## config.mk

```make
export PLATFORM = sky130hd
export DESIGN_NAME = mips_multicycle_ctrl_flat
export DESIGN_NICKNAME = d
export VERILOG_FILES = /design/src/rtl/mips_ctrl_pkg.sv /design/src/rtl/mips_multicycle_ctrl_if.sv /design/src/rtl/mips_alu_decoder.sv /design/src/rtl/mips_multicycle_ctrl.sv /design/src/flat_wrapper.sv
export SDC_FILE = /design/constraint.sdc
export NUM_CORES = 1
export LEC_CHECK = 0
export CAP_MARGIN = 40
export CORE_MARGIN = 2
export CORE_UTILIZATION = 51
export DETAILED_ROUTE_END_ITERATION = 10
export PLACE_DENSITY = 0.9
export RECOVER_POWER = 100
export SLEW_MARGIN = 10
export SYNTH_ARGS = -nofsm -noshare
export SYNTH_HDL_FRONTEND = slang
export SYNTH_SLANG_ARGS = --single-unit
export TNS_END_PERCENT = 20
```

## constraint.sdc

```tcl
create_clock -name clk -period 2.85 [get_ports clk]
set_clock_uncertainty 0.1 [all_clocks]
set_input_delay 0.57 -clock clk [delete_from_list [all_inputs] [get_ports clk]]
set_output_delay 0.57 -clock clk [all_outputs]
set_load 0.02 [all_outputs]
```

## src/rtl/mips_ctrl_pkg.sv

```systemverilog
// Shared types and encodings for the multi-cycle MIPS main controller.
package mips_ctrl_pkg;

  typedef enum logic [3:0] {
    FETCH, DECODE, MEMADR, MEMREAD, MEMWB, MEMWRITE,
    EXECUTE, ALUWB, BRANCH, ADDIEX, ADDIWB, JUMP
  } state_t;

  localparam logic [5:0] OP_RTYPE = 6'b000000;
  localparam logic [5:0] OP_LW    = 6'b100011;
  localparam logic [5:0] OP_SW    = 6'b101011;
  localparam logic [5:0] OP_BEQ   = 6'b000100;
  localparam logic [5:0] OP_BNE   = 6'b000101;
  localparam logic [5:0] OP_ADDI  = 6'b001000;
  localparam logic [5:0] OP_J     = 6'b000010;

  localparam logic [5:0] FN_ADD = 6'b100000;
  localparam logic [5:0] FN_SUB = 6'b100010;
  localparam logic [5:0] FN_AND = 6'b100100;
  localparam logic [5:0] FN_OR  = 6'b100101;
  localparam logic [5:0] FN_SLT = 6'b101010;

  localparam logic [2:0] ALU_ADD = 3'b010;
  localparam logic [2:0] ALU_SUB = 3'b110;
  localparam logic [2:0] ALU_AND = 3'b000;
  localparam logic [2:0] ALU_OR  = 3'b001;
  localparam logic [2:0] ALU_SLT = 3'b111;

  localparam logic [1:0] SRCB_B       = 2'b00;
  localparam logic [1:0] SRCB_FOUR    = 2'b01;
  localparam logic [1:0] SRCB_IMM     = 2'b10;
  localparam logic [1:0] SRCB_IMM_SH2 = 2'b11;

  localparam logic [1:0] PC_ALURESULT = 2'b00;
  localparam logic [1:0] PC_ALUOUT    = 2'b01;
  localparam logic [1:0] PC_JUMP      = 2'b10;

  // States that sit on the memory handshake and are covered by the watchdog
  function automatic logic is_mem_wait(state_t s);
    return (s == FETCH) || (s == MEMREAD) || (s == MEMWRITE);
  endfunction

endpackage

```

## src/rtl/mips_multicycle_ctrl_if.sv

```systemverilog
// Instruction-field, status and control bundle between the controller and the datapath.
interface mips_multicycle_ctrl_if;

  logic [5:0] Opcode;
  logic [5:0] Funct;
  logic       Zero;
  logic       MemReady;

  logic       MemWrite;
  logic       IorD;
  logic       IRWrite;
  logic       RegDst;
  logic       MemtoReg;
  logic       RegWrite;
  logic       ALUSrcA;
  logic [1:0] ALUSrcB;
  logic [2:0] ALUControl;
  logic [1:0] PCSrc;
  logic       PCEn;
  logic       Illegal;
  logic       MemTimeout;

  modport master (
    input  Opcode, Funct, Zero, MemReady,
    output MemWrite, IorD, IRWrite, RegDst, MemtoReg, RegWrite, ALUSrcA,
           ALUSrcB, ALUControl, PCSrc, PCEn, Illegal, MemTimeout
  );

  modport slave (
    output Opcode, Funct, Zero, MemReady,
    input  MemWrite, IorD, IRWrite, RegDst, MemtoReg, RegWrite, ALUSrcA,
           ALUSrcB, ALUControl, PCSrc, PCEn, Illegal, MemTimeout
  );

endinterface

```

## src/rtl/mips_alu_decoder.sv

```systemverilog
// R-type Funct field to ALUControl code, flagging functs the ALU does not implement.
module mips_alu_decoder
  import mips_ctrl_pkg::*;
(
  input  logic [5:0] funct,
  output logic [2:0] alu_control,
  output logic       funct_illegal
);

  always_comb begin
    alu_control   = ALU_ADD;
    funct_illegal = 1'b0;
    case (funct)
      FN_ADD:  alu_control = ALU_ADD;
      FN_SUB:  alu_control = ALU_SUB;
      FN_AND:  alu_control = ALU_AND;
      FN_OR:   alu_control = ALU_OR;
      FN_SLT:  alu_control = ALU_SLT;
      default: funct_illegal = 1'b1;
    endcase
  end

endmodule

```

## src/rtl/mips_multicycle_ctrl.sv

```systemverilog
// Main control FSM of the multi-cycle MIPS core with a memory-handshake watchdog.
// Define MIPS_CTRL_BNE_EN to add bne (opcode 000101) through the BRANCH state.
module mips_multicycle_ctrl
  import mips_ctrl_pkg::*;
#(
  parameter int unsigned TIMEOUT_CYCLES = 255
) (
  input  logic                   clk,
  input  logic                   reset,
  mips_multicycle_ctrl_if.master bus
);

  localparam int unsigned CNT_W = $clog2(TIMEOUT_CYCLES + 1);
  localparam logic [CNT_W-1:0] CNT_LAST = CNT_W'(TIMEOUT_CYCLES - 1);

  state_t           state_q, state_d;
  logic [CNT_W-1:0] cnt_q, cnt_d;
  logic [2:0]       alu_ctrl_q, alu_ctrl_d;
  logic [2:0]       dec_alu;
  logic             dec_illegal;
  logic             op_illegal;
  logic             mem_wait;
  logic             timeout;
  logic             branch_taken;

  mips_alu_decoder u_alu_dec (
    .funct         (bus.Funct),
    .alu_control   (dec_alu),
    .funct_illegal (dec_illegal)
  );

  assign mem_wait = is_mem_wait(state_q) && !bus.MemReady;
  assign timeout  = mem_wait && (cnt_q == CNT_LAST);

`ifdef MIPS_CTRL_BNE_EN
  logic bne_q, bne_d;

  assign branch_taken = bne_q ? !bus.Zero : bus.Zero;

  always_ff @(posedge clk) begin
    if (reset) bne_q <= 1'b0;
    else       bne_q <= bne_d;
  end
`else
  assign branch_taken = bus.Zero;
`endif

  always_comb begin
    state_d    = state_q;
    cnt_d      = '0;
    alu_ctrl_d = alu_ctrl_q;
    op_illegal = 1'b0;
`ifdef MIPS_CTRL_BNE_EN
    bne_d      = bne_q;
`endif
    if (mem_wait && !timeout) cnt_d = cnt_q + CNT_W'(1);

    case (state_q)
      FETCH:    if (bus.MemReady) state_d = DECODE;
      DECODE: begin
`ifdef MIPS_CTRL_BNE_EN
        bne_d = (bus.Opcode == OP_BNE);
`endif
        case (bus.Opcode)
          OP_LW, OP_SW: state_d = MEMADR;
          OP_RTYPE:     state_d = EXECUTE;
          OP_BEQ:       state_d = BRANCH;
`ifdef MIPS_CTRL_BNE_EN
          OP_BNE:       state_d = BRANCH;
`endif
          OP_ADDI:      state_d = ADDIEX;
          OP_J:         state_d = JUMP;
          default: begin
            state_d    = FETCH;
            op_illegal = 1'b1;
          end
        endcase
      end
      MEMADR:   state_d = (bus.Opcode == OP_SW) ? MEMWRITE : MEMREAD;
      MEMREAD:  if (bus.MemReady) state_d = MEMWB;
      MEMWRITE: if (bus.MemReady) state_d = FETCH;
      EXECUTE: begin
        alu_ctrl_d = dec_alu;
        state_d    = dec_illegal ? FETCH : ALUWB;
      end
      ADDIEX:   state_d = ADDIWB;
      default:  state_d = FETCH;
    endcase

    // An expired watchdog abandons the access; a same-cycle MemReady never reaches here
    if (timeout) state_d = FETCH;
  end

  always_ff @(posedge clk) begin
    if (reset) begin
      state_q    <= FETCH;
      cnt_q      <= '0;
      alu_ctrl_q <= ALU_ADD;
    end else begin
      state_q    <= state_d;
      cnt_q      <= cnt_d;
      alu_ctrl_q <= alu_ctrl_d;
    end
  end

  always_comb begin
    bus.MemWrite   = 1'b0;
    bus.IorD       = 1'b0;
    bus.IRWrite    = 1'b0;
    bus.RegDst     = 1'b0;
    bus.MemtoReg   = 1'b0;
    bus.RegWrite   = 1'b0;
    bus.ALUSrcA    = 1'b0;
    bus.ALUSrcB    = SRCB_B;
    bus.ALUControl = ALU_ADD;
    bus.PCSrc      = PC_ALURESULT;
    bus.PCEn       = 1'b0;
    bus.Illegal    = 1'b0;
    bus.MemTimeout = 1'b0;

    // Reset parks the datapath muxes on their FETCH setting with every strobe low
    if (reset) begin
      bus.ALUSrcB = SRCB_FOUR;
    end else begin
      bus.MemTimeout = timeout;
      case (state_q)
        FETCH: begin
          bus.ALUSrcB = SRCB_FOUR;
          bus.IRWrite = bus.MemReady;
          bus.PCEn    = bus.MemReady;
        end
        DECODE: begin
          bus.ALUSrcB = SRCB_IMM_SH2;
          bus.Illegal = op_illegal;
        end
        MEMADR: begin
          bus.ALUSrcA = 1'b1;
          bus.ALUSrcB = SRCB_IMM;
        end
        MEMREAD: bus.IorD = 1'b1;
        MEMWB: begin
          bus.MemtoReg = 1'b1;
          bus.RegWrite = 1'b1;
        end
        MEMWRITE: begin
          bus.IorD     = 1'b1;
          bus.MemWrite = !timeout;
        end
        EXECUTE: begin
          bus.ALUSrcA    = 1'b1;
          bus.ALUControl = dec_alu;
          bus.Illegal    = dec_illegal;
        end
        ALUWB: begin
          bus.RegDst     = 1'b1;
          bus.RegWrite   = 1'b1;
          bus.ALUControl = alu_ctrl_q;
        end
        BRANCH: begin
          bus.ALUSrcA    = 1'b1;
          bus.ALUControl = ALU_SUB;
          bus.PCSrc      = PC_ALUOUT;
          bus.PCEn       = branch_taken;
        end
        ADDIEX: begin
          bus.ALUSrcA = 1'b1;
          bus.ALUSrcB = SRCB_IMM;
        end
        ADDIWB:  bus.RegWrite = 1'b1;
        JUMP: begin
          bus.PCSrc = PC_JUMP;
          bus.PCEn  = 1'b1;
        end
        default: ;
      endcase
    end
  end

endmodule

```

## src/flat_wrapper.sv

```systemverilog
// flat-port wrapper written by rule: the top's interface ports become plain ports
module mips_multicycle_ctrl_flat import mips_ctrl_pkg::*;
#(
  parameter int unsigned TIMEOUT_CYCLES = 255
)
  (clk, reset, bus_Opcode, bus_Funct, bus_Zero, bus_MemReady, bus_MemWrite, bus_IorD, bus_IRWrite, bus_RegDst, bus_MemtoReg, bus_RegWrite, bus_ALUSrcA, bus_ALUSrcB, bus_ALUControl, bus_PCSrc, bus_PCEn, bus_Illegal, bus_MemTimeout);
  mips_multicycle_ctrl_if bus_i ();
  input  logic clk;
  input  logic reset;
  input wire logic [$bits(bus_i.Opcode)-1:0] bus_Opcode;
  input wire logic [$bits(bus_i.Funct)-1:0] bus_Funct;
  input wire logic [$bits(bus_i.Zero)-1:0] bus_Zero;
  input wire logic [$bits(bus_i.MemReady)-1:0] bus_MemReady;
  output wire logic [$bits(bus_i.MemWrite)-1:0] bus_MemWrite;
  output wire logic [$bits(bus_i.IorD)-1:0] bus_IorD;
  output wire logic [$bits(bus_i.IRWrite)-1:0] bus_IRWrite;
  output wire logic [$bits(bus_i.RegDst)-1:0] bus_RegDst;
  output wire logic [$bits(bus_i.MemtoReg)-1:0] bus_MemtoReg;
  output wire logic [$bits(bus_i.RegWrite)-1:0] bus_RegWrite;
  output wire logic [$bits(bus_i.ALUSrcA)-1:0] bus_ALUSrcA;
  output wire logic [$bits(bus_i.ALUSrcB)-1:0] bus_ALUSrcB;
  output wire logic [$bits(bus_i.ALUControl)-1:0] bus_ALUControl;
  output wire logic [$bits(bus_i.PCSrc)-1:0] bus_PCSrc;
  output wire logic [$bits(bus_i.PCEn)-1:0] bus_PCEn;
  output wire logic [$bits(bus_i.Illegal)-1:0] bus_Illegal;
  output wire logic [$bits(bus_i.MemTimeout)-1:0] bus_MemTimeout;
  assign bus_i.Opcode = bus_Opcode;
  assign bus_i.Funct = bus_Funct;
  assign bus_i.Zero = bus_Zero;
  assign bus_i.MemReady = bus_MemReady;
  assign bus_MemWrite = bus_i.MemWrite;
  assign bus_IorD = bus_i.IorD;
  assign bus_IRWrite = bus_i.IRWrite;
  assign bus_RegDst = bus_i.RegDst;
  assign bus_MemtoReg = bus_i.MemtoReg;
  assign bus_RegWrite = bus_i.RegWrite;
  assign bus_ALUSrcA = bus_i.ALUSrcA;
  assign bus_ALUSrcB = bus_i.ALUSrcB;
  assign bus_ALUControl = bus_i.ALUControl;
  assign bus_PCSrc = bus_i.PCSrc;
  assign bus_PCEn = bus_i.PCEn;
  assign bus_Illegal = bus_i.Illegal;
  assign bus_MemTimeout = bus_i.MemTimeout;
  mips_multicycle_ctrl #(.TIMEOUT_CYCLES(TIMEOUT_CYCLES)) u_core (.clk(clk), .reset(reset), .bus(bus_i));
endmodule
```

=== Word level (Yosys, flattened, before mapping) ===
Index checks and enable logic that the tools add are counted.

* Bits in registers: 15
* Input port bits: 16
* Output and inout port bits: 17
* Logic and storage cells: 84

* Add/subtract/negate cells: 1
* Equal/unequal tests: 25
* Muxes and demuxes: 35
* Bitwise gates (word level): 1
* Reductions and logical operators: 19

{| class="wikitable"
|+ Operators with widths
! kind !! count
|-
| == test 6 bit (second input constant) || 7
|-
| one-hot mux 4 bit (7 select lines) || 1
|-
| one-hot mux 4 bit (5 select lines) || 1
|-
| two-way mux 1 bit || 19
|-
| == test 4 x 3 -> 1 bit (second input constant) || 4
|-
| == test 4 bit (second input constant) || 4
|-
| two-way mux 4 bit || 3
|-
| one-hot mux 3 bit (4 select lines) || 1
|-
| OR reduction 2 bit || 5
|-
| two-way mux 3 bit || 3
|-
| one-hot mux 3 bit (3 select lines) || 1
|-
| adder 8 x 1 -> 8 bit (second input constant) || 1
|-
| == test 4 x 2 -> 1 bit (second input constant) || 2
|-
| == test 8 bit (second input constant) || 1
|-
| == test 6 x 2 -> 1 bit (second input constant) || 1
|-
| == test 6 x 3 -> 1 bit (second input constant) || 1
|-
| == test 6 x 4 -> 1 bit (second input constant) || 1
|-
| zero test 6 bit || 1
|-
| inequality test 2 bit (second input constant) || 3
|-
| one-hot mux 2 bit (3 select lines) || 1
|-
| OR reduction 6 bit || 1
|-
| OR reduction 5 bit || 1
|-
| == test 4 x 1 -> 1 bit (second input constant) || 1
|-
| zero test 4 bit || 1
|-
| other kinds (11) || 16
|}

=== Depth between registers and ports, before layout ===
* Word-level depth: 9
* Depth in mapped cells: 6
* Mapped depth without buffers: 6

=== Cells and area by module ===
Synthesis repeated with hierarchy kept, for this count alone.

* Cell total of the unflattened synthesis: 159
* Area total of the unflattened synthesis: 1293.7 um^2

{| class="wikitable"
|+ By module, submodules not included
! module !! times used !! cells an instance !! area an instance (um^2)
|-
| mips_multicycle_ctrl || 1 || 149 || 1209.9
|-
| mips_alu_decoder || 1 || 10 || 83.8
|}

=== Least setup slack after synthesis ===
Ideal clock, no wire load.

* Kind: register -> output
* Start point: register u_core.state_q[1]
* End point: output bus_PCEn
* Arrival time: 1.851 ns
* Setup slack: 0.329 ns
* Cell stages (with the launch flop): 5
* Cells stage by stage: dfxtp_1 -> clkbuf_1 -> nand2b_1 -> nor4_1 -> a22o_1

* Longest elaborated chain between the ends: 3
* Elaborated cells between the ends (all ways): 5
* Those cells by class: eq/ne (2); mux (2); reduce/logical (1)

{| class="wikitable"
|+ RTL lines
! item !! RTL line !! source
|-
| start: declaration || mips_multicycle_ctrl.sv:16 || <nowiki>state_t state_q, state_d;</nowiki>
|-
| start signal: assignment || mips_multicycle_ctrl.sv:100 || <nowiki>state_q <= state_d;</nowiki>
|-
| == test 4 bit or zero test 4 bit (tied branches) || mips_multicycle_ctrl.sv:126 || <nowiki>case (state_q)</nowiki>
|-
| one-hot mux 1 bit (3 select lines) (*) || mips_multicycle_ctrl.sv:126 ||
|-
| two-way mux 1 bit (*) || mips_multicycle_ctrl.sv:122 || <nowiki>if (reset) begin</nowiki>
|-
| end: declaration || flat_wrapper.sv:24 || <nowiki>output wire logic [$bits(bus_i.PCEn)-1:0] bus_PCEn;</nowiki>
|}

Mark *: on every way between the ends. The rest lies on a longest branch, timed or not.

=== Worst setup path after layout ===
* Start point: input reset
* End point: output bus_PCSrc[0]

* Longest elaborated chain between the ends: 1

{| class="wikitable"
|+ RTL lines
! item !! RTL line !! source
|-
| start: declaration || flat_wrapper.sv:9 || <nowiki>input logic reset;</nowiki>
|-
| two-way mux 2 bit || mips_multicycle_ctrl.sv:122 ||
|-
| end: declaration || flat_wrapper.sv:23 || <nowiki>output wire logic [$bits(bus_i.PCSrc)-1:0] bus_PCSrc;</nowiki>
|}

No other way between the ends.

==> results.tsv <==
metric	value	unit
top cells by area, synth	dfxtp_1 (25%), nor2_1 (7.2%), nand2b_1 (5.2%)	
fin util	77.3	%
cell row count	17	
Reg area	300	um^2
worst-path cell chain	dlygate4sd3_1 > nor4_2 > buf_4 > clkdlybuf4s50_1	
YS warnings	0	
RSZ-0062 raised after global routing	yes	
die area	2740	um^2
Synth Area per Inst	7.45	um^2
CTS Hold Bufs	0	
average via count per standard cell	5.82	
Worst Path Required	2180	ps
maxcap violations	0	
first-pass GRT wire length	5810	um
sequential area share after synthesis	25.2	%
Hold WC Path Type	reg2reg	
largest net degree at the start of global routing	23	
area of the multi-input gates	856	um^2
FMAX	350	MHz
Post-synth top cells	nor2_1 (23), dfxtp_1 (15), nand2_1 (10), nand2b_1 (10)	
drt pass-1 iters	4	
Slew HR	72.2	%
Fill cells	153	
nets	232	
Final Slew Violations	0	
port bufs	32	
CTS buffer count	3	
FFs w/ async S/R, synth	0	%
top-count cell post-synth	nor2_1	
Clock Latency Late Sink	280	ps
# IOs	33	
Netlist cell types	44	
CP max FO	4	
Worst EP arrival	2190	ps
Iteration-0 DRC Markers	84	
EDFF count, synth	0	
CTS root buf	clkbuf_4	
Max IR drop VDD	0.280	mV
dpl hpwl	2710	um
leak pwr	0.682	nW
Worst Path Buf+Inv	3	
period utilization	100	%
layout cells sized above 1	17.8	%
Post-synth top flop	dfxtp_1	
grt ovf	0	
Layout area overhead	43.4	%
WL final	3440	um
Die Wd	52.4	um
CTS tree	done	
gp weighted congestion	0.858	
core area	2210	um^2
syn_nets	178	
Slowest Stage Delay on Critical Path	610	ps
final setup vio count	1	
Setup CP Type	in2out	
Die Y	52.4	um
outcome	finished with violations	
Hold Slack	366	ps
setup tns final	-6.13	ps
Crit path max-delay family	buffers and inverters	
Mapped Cells	160	
power density cells	264	nW/um^2
mapped cell area	1190	um^2
failing checks	setup timing	
post-synth top area cell	dfxtp_1	
worst slew pin tran	406	ps
Slowest cell on crit path	dlygate4sd3_1	
initial antenna violation count	0	
H-tree levels	1	
# DRC	0	
Initial Util	53.9	%
n_diodes	0	
Antenna Nets Post-Route	0	
# clock sinks	15	
Vias	1402	
gr usage total	27.8	%
critical path capture point type	output port	
Worst Setup Start Kind	input port	
Hold Fails Final Rpt	0	
flops & latches, synth	15	
Max clock buf depth	2	
wire per inst	14.3	um
Clock transition at path regs	70	ps
crit path time final	2860	ps
vias in the first global route	1331	
Yosys top cell area share	25.2	%
final worst slack	-6.13	ps
Setup Fix Bufs, Post-CTS	0	
[metal layers]
metal	GRT usage [%]	up-vias	part of all wire [%]
met4	8.97	0	1.5
met5	0	-	0
met1	35.0	637	42
met3	2.29	7	6.2
li1	-	688	-
met2	49.4	70	51
[worst reg2reg max path, delay by kind of cell, from the launching register on]
kind,cells,cell delay [ps]
AOI/OAI and AO/OA,3,770
buffers and inverters,2,410
DFF,1,330
xor gates and xnor gates,1,150
[sequential cells by signal, indices dropped and copies added (netlist names)]
signal / count
u_core.state_q: 4
u_core.alu_ctrl_q: 3
u_core.cnt_q: 8
[final timing paths]
check	start	endpoint	slack [ps]	depth (start not counted)
max	reset	bus_PCSrc[0]	-6	4
min reg2reg	u_core.cnt_q[0]	u_core.cnt_q[0]	370	1
min	u_core.cnt_q[0]	u_core.cnt_q[0]	370	1
max reg2reg	u_core.state_q[0]	u_core.state_q[3]	950	6
[cell families (layout without fill, tap and decap cells)]
group | after synthesis | in the layout | synth area share, %
and+or+nand+nor | 78 | 78 | 34.8
AOI/OAI and AO/OA | 37 | 37 | 22.2
DFF | 15 | 15 | 25.2
buffers and inverters | 15 | 68 | 5.67
xor gates and xnor gates | 10 | 10 | 7.34
muxes | 3 | 3 | 2.62
adders and majority gates | 2 | 2 | 2.10
[where the power goes]
group,internal [mW],switching (mW),leakage (nW),total (mW)
clock,0.0543,0.0600,0.0150,0.114
combinational,0.0614,0.0615,0.545,0.123
sequential,0.212,0.00194,0.121,0.214
total,0.328,0.123,0.682,0.451
[timing repair]
item,CTS,global route
endpoints found under the setup margin,9,8
endpoints found under the hold margin,0,0
pin swaps,0,0
gates resized for setup,16,13
[layout by cell type, fill, tap and decap left out, types with 2 or more instances in the layout]
cell,instances
xor2_1,5
clkbuf_4,4
clkbuf_1,8
o21ai_0,7
a31oi_1,2
a21oi_1,5
and2_1,2
clkdlybuf4s50_1,18
and3_1,4
a21o_1,3
dlygate4sd2_1,4
dfxtp_1,15
nor4_1,3
clkdlybuf4s15_1,3
buf_4,24
nor2b_1,4
nand2_1,10
a32oi_1,4
o31ai_1,3
nor3_1,5
ha_1,2
xnor2_1,5
mux2i_1,2
nand3_1,7
nor2_1,23
nand2b_1,10
a22oi_1,2
inv_1,5
[final cells by class]
type | instances | share of cell area, %
multi-input combinational | 130 | 50.0
tap | 28 | 2.05
clock buffer | 4 | 1.54
inverter | 5 | 1.10
timing repair buffer | 59 | 27.7
sequential | 15 | 17.6
[per-stage QoR]
step	std cells	power (mW)	setup slack, ps	area (um^2)
after global routing	241	0.473	-57.7	1710
after CTS	241	0.452	-8.41	1730
final	241	0.451	-6.13	1710
after global placement	237	0.334	-313	1700
after floorplan	160	0.273	329	1190
after detailed placement	237	0.339	-403	1700
Power figures use the tool's default switching activity.
